$ cat src/rtl/conv_window_gen.sv
// 3x3 sliding-window generator: buffers two image lines and emits one packed
// window per valid kernel position over an AXI-Stream style handshake.
module conv_window_gen #(
  parameter int DATA_W = 8,
  parameter int IMG_W  = 32,
  parameter int IMG_H  = 32
) (
  input  logic                  ACLK,
  input  logic                  ARESET,
  input  logic [DATA_W-1:0]     s_tdata,
  input  logic                  s_tvalid,
  output logic                  s_tready,
  input  logic                  s_tuser,
  output logic [9*DATA_W-1:0]   m_tdata,
  output logic                  m_tvalid,
  input  logic                  m_tready,
  output logic                  m_tlast,
  output logic                  frame_err
);

  localparam int COL_W = (IMG_W > 1) ? $clog2(IMG_W) : 1;
  localparam int ROW_W = (IMG_H > 1) ? $clog2(IMG_H) : 1;

  logic [COL_W-1:0]    col_q, col_d, eff_col;
  logic [ROW_W-1:0]    row_q, row_d, eff_row;
  logic                rdy_en_q;
  logic                accept, at_origin, sync_err, emit, last_pix;
  logic [DATA_W-1:0]   lb0_mem [IMG_W];
  logic [DATA_W-1:0]   lb1_mem [IMG_W];
  logic [DATA_W-1:0]   lb0_rd, lb1_rd;
  // Only the two older window columns are stored; the newest column comes
  // straight from the line-buffer reads and the incoming pixel.
  logic [DATA_W-1:0]   win_q [3][2];
  logic [9*DATA_W-1:0] win_next, mdata_q, mdata_d;
  logic                mvalid_q, mvalid_d, mlast_q, mlast_d, err_q, err_d;

  assign s_tready  = rdy_en_q && (!mvalid_q || m_tready);
  assign accept    = s_tvalid && s_tready;
  assign m_tdata   = mdata_q;
  assign m_tvalid  = mvalid_q;
  assign m_tlast   = mlast_q;
  assign frame_err = err_q;

  always_comb begin
    at_origin = (row_q == '0) && (col_q == '0);
    eff_row   = s_tuser ? '0 : row_q;
    eff_col   = s_tuser ? '0 : col_q;
    // A SOF away from the origin, or a missing SOF at the origin, is a sync error.
    sync_err  = s_tuser ? !at_origin : at_origin;
    last_pix  = (eff_row == ROW_W'(IMG_H - 1)) && (eff_col == COL_W'(IMG_W - 1));
    emit      = (eff_row >= ROW_W'(2)) && (eff_col >= COL_W'(2));
    lb0_rd    = lb0_mem[eff_col];
    lb1_rd    = lb1_mem[eff_col];
    win_next  = {s_tdata, win_q[2][1], win_q[2][0],
                 lb0_rd,  win_q[1][1], win_q[1][0],
                 lb1_rd,  win_q[0][1], win_q[0][0]};

    col_d    = col_q;
    row_d    = row_q;
    mdata_d  = mdata_q;
    mvalid_d = mvalid_q;
    mlast_d  = mlast_q;
    err_d    = 1'b0;

    if (accept) begin
      err_d = sync_err;
      if (eff_col == COL_W'(IMG_W - 1)) begin
        col_d = '0;
        row_d = (eff_row == ROW_W'(IMG_H - 1)) ? '0 : eff_row + ROW_W'(1);
      end else begin
        col_d = eff_col + COL_W'(1);
        row_d = eff_row;
      end
    end

    if (accept && emit) begin
      mdata_d  = win_next;
      mvalid_d = 1'b1;
      mlast_d  = last_pix;
    end else if (m_tready) begin
      mvalid_d = 1'b0;
      mlast_d  = 1'b0;
    end
  end

  always_ff @(posedge ACLK or posedge ARESET) begin
    if (ARESET) begin
      rdy_en_q <= 1'b0;
      col_q    <= '0;
      row_q    <= '0;
      mdata_q  <= '0;
      mvalid_q <= 1'b0;
      mlast_q  <= 1'b0;
      err_q    <= 1'b0;
    end else begin
      rdy_en_q <= 1'b1;
      col_q    <= col_d;
      row_q    <= row_d;
      mdata_q  <= mdata_d;
      mvalid_q <= mvalid_d;
      mlast_q  <= mlast_d;
      err_q    <= err_d;
    end
  end

  // Line memories and window columns hold pure data, so they carry no reset.
  always_ff @(posedge ACLK) begin
    if (accept) begin
      lb1_mem[eff_col] <= lb0_rd;
      lb0_mem[eff_col] <= s_tdata;
      win_q[0][0] <= win_q[0][1];
      win_q[0][1] <= lb1_rd;
      win_q[1][0] <= win_q[1][1];
      win_q[1][1] <= lb0_rd;
      win_q[2][0] <= win_q[2][1];
      win_q[2][1] <= s_tdata;
    end
  end

endmodule

$ cat config.mk
export PLATFORM = sky130hd
export DESIGN_NAME = conv_window_gen
export DESIGN_NICKNAME = d
export VERILOG_FILES = /design/src/rtl/conv_window_gen.sv
export SDC_FILE = /design/constraint.sdc
export NUM_CORES = 1
export LEC_CHECK = 0
export CORE_MARGIN = 3
export CORE_UTILIZATION = 45
export CTS_BUF_LIST = sky130_fd_sc_hd__clkbuf_2
export DETAILED_ROUTE_END_ITERATION = 10
export GPL_TIMING_DRIVEN = 0
export PLACE_DENSITY = 0.64
export SYNTH_ARGS = -nofsm -noshare
export SYNTH_HDL_FRONTEND = slang
export SYNTH_SLANG_ARGS = --single-unit
$ cat constraint.sdc
create_clock -name ACLK -period 5.2 [get_ports ACLK]
set_input_delay 1.3 -clock ACLK [delete_from_list [all_inputs] [get_ports ACLK]]
set_output_delay 1.3 -clock ACLK [all_outputs]
set_load 0.1 [all_outputs]
# Word-level counts from Yosys, hierarchy flattened
# Memory sizes are Yosys's and may differ from the RTL's.
# Cells that the tools add are included.
# word_totals
ff_bits	86
word_cells	40
ramBits	560
mem_count	3
inputBits	13
# memory_table
memory	words	width	rd	rd_clocked_by_memory_dff	wr	line_no	text
lb0_mem	32	8	1	0	1	28	logic [DATA_W-1:0] lb0_mem [IMG_W];
lb1_mem	32	8	1	0	1	29	logic [DATA_W-1:0] lb1_mem [IMG_W];
win_q	3	16	3	0	3	33	logic [DATA_W-1:0] win_q [3][2];
# classes
addsub	2
muxes	12
magnitude_cmp	2
eq_ne	2
reduce_logical	12
# ops
cell	n
$mux W5	5
$add A5 B1 Y5 const B	2
$eq A5 B5 Y1 const B	2
$ge A5 B2 Y1 const B	2
$logic_not A5 Y1	2
$mux W1	7
$logic_and A1 B1 Y1	6
$logic_not A1 Y1	2
$reduce_bool A2 Y1	1
$logic_or A1 B1 Y1	1

# Depth between registers and ports, before layout
# logic_depth
word_depth	6
depth_mapped	13

# Worst setup path before layout
# No wires, ideal clock.
# synth_timing
path_kind	input-to-reg
from	in m_tready
to	mem lb0_mem[10][0] (enable)
t_required_ns	4.811
slack_ns	0.152
setup_time_ns	0.389
n_path_buf	1
t_arrival_ns	4.659
path_stages	6
cell_sequence	nand2b_1 -> nand3_2 -> inv_1 -> clkbuf_1 -> nand3_1 -> nor2_1
# synth_via
elab_chain_cells	5
# synth_lines
item	line_no	text
start, declared	16	input logic m_tready,
$logic_or A1 B1 Y1	37	assign s_tready = rdy_en_q && (!mvalid_q || m_tready);
$logic_and A1 B1 Y1	37	
$logic_and A1 B1 Y1	38	assign accept = s_tvalid && s_tready;
net accept	27	logic accept, at_origin, sync_err, emit, last_pix;
$mux W1	108	if (accept) begin
$mux W1 (not written as such)	110	lb0_mem[eff_col] <= s_tdata;
end, declared	28	
# The timed path passes the listed nets, and every way through them passes these cells.

# Final worst setup path
# layout_timing
from	in s_tuser
to	mem lb1_mem[21][0], data pin
# layout_via
elab_chain_cells	2
# layout_lines
item	line_no	text
start, declared	13	input logic s_tuser,
$mux W5	47	eff_col = s_tuser ? '0 : col_q;
$mem_v2 Z32 W8	n/a	
net lb0_rd[0]	30	logic [DATA_W-1:0] lb0_rd, lb1_rd;
end, declared	29	
# The timed path passes the listed nets, and every way through them passes these cells.

==> insert_results.sql <==
INSERT INTO impl_metrics (metric_group, metric, value, unit) VALUES
('power_and_ir_drop', 'vdd_ir_drop_max', '0.0001948', 'V'),
('flow_run', 'max_cap_violations', '0', ''),
('synth', 'yosys.cell_types.count', '69', ''),
('power_and_ir_drop', 'cellPowerDensity', '371.0', 'mW/mm²'),
('route', 'route.antenna.remaining_nets', '0', ''),
('cts', 'sinks_on_the_clock_net', '646', ''),
('sta', 'worst_clock_skew', '0.1260', 'ns'),
('floorplan', 'die_span_y', '246.3', 'µm'),
('cts', 'clk_root_buffer_cell', 'clkbuf_2', ''),
('synth', 'synthFlopType', 'edfxtp_1', ''),
('setup_path', 'timing.critical_path.from_type', 'input pin', ''),
('synth', 'synth_async_sr_flop_share', '0.1331', ''),
('setup_path', 'path_class', 'in -> reg', ''),
('run_status', 'run_status', 'finished clean', ''),
('min_path', 'classification_of_the_worst_slack_hold_path', 'in -> async', ''),
('sta', 'setup_violations', '0', ''),
('cts', 'post_cts_sizing_count', '0', ''),
('synth', 'postSynthCellCount', '1753', ''),
('cts', 'post_cts.repair.setup_buffers', '0', ''),
('setup_path', 'crit_arrival', '5.65', 'ns'),
('cells_and_area', 'area.growth.synth_to_final', '15.84', '%'),
('synth', 'mappedNetlistNets', '1770', ''),
('floorplan', 'placementRows', '87', ''),
('route', 'drcViolationCount', '0', ''),
('synth', 'total_standard_cell_area_after_synthesis', '0.02599', 'mm²'),
('placement', 'placement.io_buffers', '88', ''),
('floorplan', 'pin_count', '89', ''),
('route', 'wl_per_cell', '27.17', 'µm'),
('placement', 'gp_congestion', '0.9961', ''),
('grt', 'antenna_found_initial', '5', ''),
('grt', 'grt_usage', '0.2653', ''),
('sta', 'hold_viol_final', '0', ''),
('placement', 'post-dp-hpwl', '53520', 'µm'),
('setup_path', 'worst_ep_required_time', '6.07', 'ns'),
('grt', 'globalRouteOverflowTotal', '0', ''),
('grt', 'grt_start_max_net_pins', '59', ''),
('setup_path', 'ff_to_ff_end', 'lb1_mem[4][3]', ''),
('synth', 'ys_ff_latch', '646', ''),
('floorplan', 'floorplan.initialDensity', '0.4583', ''),
('route', 'dr_total_vias', '16946', ''),
('sta', 'maxClockFrequency', '209.2', 'MHz'),
('setup_path', 'worstSetupEndpointType', 'register', ''),
('cells_and_area', 'utilization', '0.5309', ''),
('setup_path', 'reg2regPathDepth', '9', ''),
('route', 'drt_pre_antenna_iters', '8', ''),
('synth', 'synth_seq_area_share', '0.7298', ''),
('sta', 'timing.slew.headroom', '0.1241', ''),
('cells_and_area', 'design_area', '0.03011', 'mm²'),
('placement', 'place_area', '0.02859', 'mm²'),
('floorplan', 'fp.dieArea', '0.06068', 'mm²'),
('cts', 'cts_tree', 'built', ''),
('grt', 'grt_pass1_wl', '113500', 'µm'),
('route', 'vias_per_cell', '5.776', ''),
('synth', 'synth-edff-count', '560', ''),
('cts', 'clk_path_buf_depth', '3', ''),
('sta', 'final_clock_period_utilization_by_the_worst_path', '0.9194', ''),
('cts', 'cts_hold_buf', '0', ''),
('floorplan', 'die_width', '246.3', 'µm'),
('setup_path', 'regToRegSetupSlack', '0.51', 'ns'),
('setup_path', 'critical_path_peak_fanout', '33', ''),
('sta', 'rsz0062_at_grt', 'no', ''),
('sta', 'final_max_slew_viol_count', '0', ''),
('setup_path', 'timing.rr.start', 'col_q[0]', ''),
('power_and_ir_drop', 'total_leakage_power', '10.82', 'nW'),
('cts', 'htree_levels', '4', ''),
('cells_and_area', 'final_layout_size_suffix_gt1_frac', '0.2134', ''),
('setup_path', 'worst_path_largest_cell_delay', '1.02', 'ns'),
('cells_and_area', 'nNetsFinal', '2065', ''),
('setup_path', 'cp_slowest_cell', 'nor3b_1', ''),
('cts', 'clk_pin_slew', '0.12', 'ns'),
('route', 'route.final.wire_length', '79710', 'µm'),
('sta', 'finalWorstPathRequiredPeriod', '4.781', 'ns'),
('cts', 'worstSkewPairLatency', '1.36', 'ns'),
('synth', 'synthesis.yosys.warnings', '0', ''),
('cts', 'cts_inserted_buffers', '161', ''),
('grt', 'first_global_vias', '16742', ''),
('setup_path', 'cp_cell_sequence', 'clkdlybuf4s50_1 -> nand2b_1 -> nor3b_1 -> clkbuf_1 -> o21ai_0 -> and4_1 -> nand2_1', ''),
('floorplan', 'placeableCoreArea', '0.05671', 'mm²'),
('route', 'detailedRoute.firstIterationViolations', '2053', ''),
('synth', 'syn_avg_cell_area', '14.83', 'µm²'),
('sta', 'worst_slew_pin_slew', '1.311', 'ns');
-- power by group --
group | internal (mW) | switching [mW]
Combinational | 0.513 | 1.28
Clock | 1.31 | 2.08
Sequential | 5.96 | 0.0298
-- cell usage in the layout, fill, tap and decap left out, drive strengths merged, types with 11 or more instances in the layout --
cell,Yosys,routed
buf,70,120
nor2,76,76
a211oi,18,18
clkdlybuf4s50,0,81
nand4,11,11
clkbuf,40,272
dfrtp,86,86
mux4,41,41
clkinv,1,45
o21ai,113,113
edfxtp,560,560
mux2,14,14
nand2b,52,52
nand3b,48,48
nand2,251,251
nor3,16,16
mux2i,82,82
a22oi,14,14
nor2b,51,51
inv,7,11
a21oi,84,84
-- sequential cells by signal (all words and copies together) (netlist names) --
name	flops
rdy_en_q	1
frame_err	1
m_tlast	1
col_q	5
lb0_mem	256
m_tvalid	1
lb1_mem	256
win_q	48
row_q	5
m_tdata	72
-- kinds of logic (layout without fill, tap and decap cells) --
group           count (synthesis)  in the layout  synth area share
other cells                     1              5         0.0001443
buf+inv                       118            539           0.02031
fa+ha+maj                       4              4          0.001926
compound gates                285            285           0.06619
mux                           137            137           0.07317
xor+xnor                        2              2         0.0006740
flops                         646            646            0.7298
simple gates                  560            560            0.1078
-- worst max-delay path, delay by kind of cell --
| kind | cells | cell delay (ns) |
|---|---|---|
| buffers and inverters | 2 | 1.30 |
| and+or+nand+nor | 4 | 2.77 |
| AOI/OAI and AO/OA | 1 | 0.25 |
-- how the worst max path moves through the flow --
stage | cells past startpoint | from | to | slack [ns]
global placement | 7 | m_tready | lb1_mem[30][2] | -2.69
CTS | 3 | m_tvalid | s_tready | 0.58
detailed placement | 8 | s_tuser | lb1_mem[16][6] | -0.60
finish | 7 | s_tuser | lb1_mem[21][0] | 0.42
floorplan | 6 | m_tready | lb0_mem[10][0] | 0.15
global route | 9 | col_q[0] | lb1_mem[4][3] | 0.42
-- routing by layer --
| layer | global-route usage | wire [µm] |
|---|---|---|
| met1 | 0.3508 | 30920 |
| met2 | 0.4057 | 36390 |
| met3 | 0.07423 | 8622 |
| met4 | 0.1307 | 3772 |
| met5 | 0 | 0 |
-- metrics by stage --
stage	setup slack, ns	total power [mW]	setup TNS [ns]	hold slack, ns	cells
floorplan	0.1521	6.970	0	0.4146	1753
global placement	-2.692	7.711	-1320.24	0.4214	2597
detailed placement	-0.6039	7.834	-118.90	0.4234	2639
CTS	0.5817	11.19	0	0.1413	2928
global route	0.4223	11.59	0	0.2073	2933
finish	0.4192	11.17	0	0.2900	2934
-- final cells by class --
class	instances	area (µm²)
Fill cell	4745	26600
Inverter	8	32.53
Clock buffer	231	1156
Sequential cell	646	18970
Antenna cell	4	10.01
Timing Repair Buffer	132	1573
Clock inverter	58	322.8
Tap cell	756	945.9
Multi-Input combinational cell	989	6603
Buffer	110	499.2
-- cells in the mapped netlist (3+ instances only) --
cell type / count / area share
nor3_1: 16 / 0.0031
buf_2: 56 / 0.011
nand2_1: 251 / 0.036
a211oi_1: 18 / 0.0052
mux2_2: 14 / 0.0061
nand3_1: 7 / 0.0013
o21ai_0: 113 / 0.022
nand4_1: 11 / 0.0026
or4_1: 3 / 0.00087
a22oi_1: 14 / 0.0040
edfxtp_1: 560 / 0.65
and2_1: 3 / 0.00072
buf_1: 10 / 0.0014
and4_1: 8 / 0.0027
ha_1: 4 / 0.0019
nand3b_1: 48 / 0.014
a221oi_1: 3 / 0.0010
nor2_1: 76 / 0.011
a21oi_1: 84 / 0.016
a31oi_1: 4 / 0.00096
clkbuf_1: 40 / 0.0058
mux2i_1: 82 / 0.032
a22o_1: 6 / 0.0020
o22ai_1: 3 / 0.00072
nor2b_1: 51 / 0.012
nand4b_1: 6 / 0.0020
inv_1: 6 / 0.00087
buf_4: 4 / 0.0012
o221ai_1: 5 / 0.0017
nand2b_1: 52 / 0.013
o31ai_1: 3 / 0.00087
nor4_1: 6 / 0.0014
dfrtp_1: 86 / 0.083
nor3b_1: 5 / 0.0014
mux4_2: 41 / 0.036
and3_1: 5 / 0.0012
o22a_1: 6 / 0.0020
No activity file was read; power rests on OpenSTA's default activity.
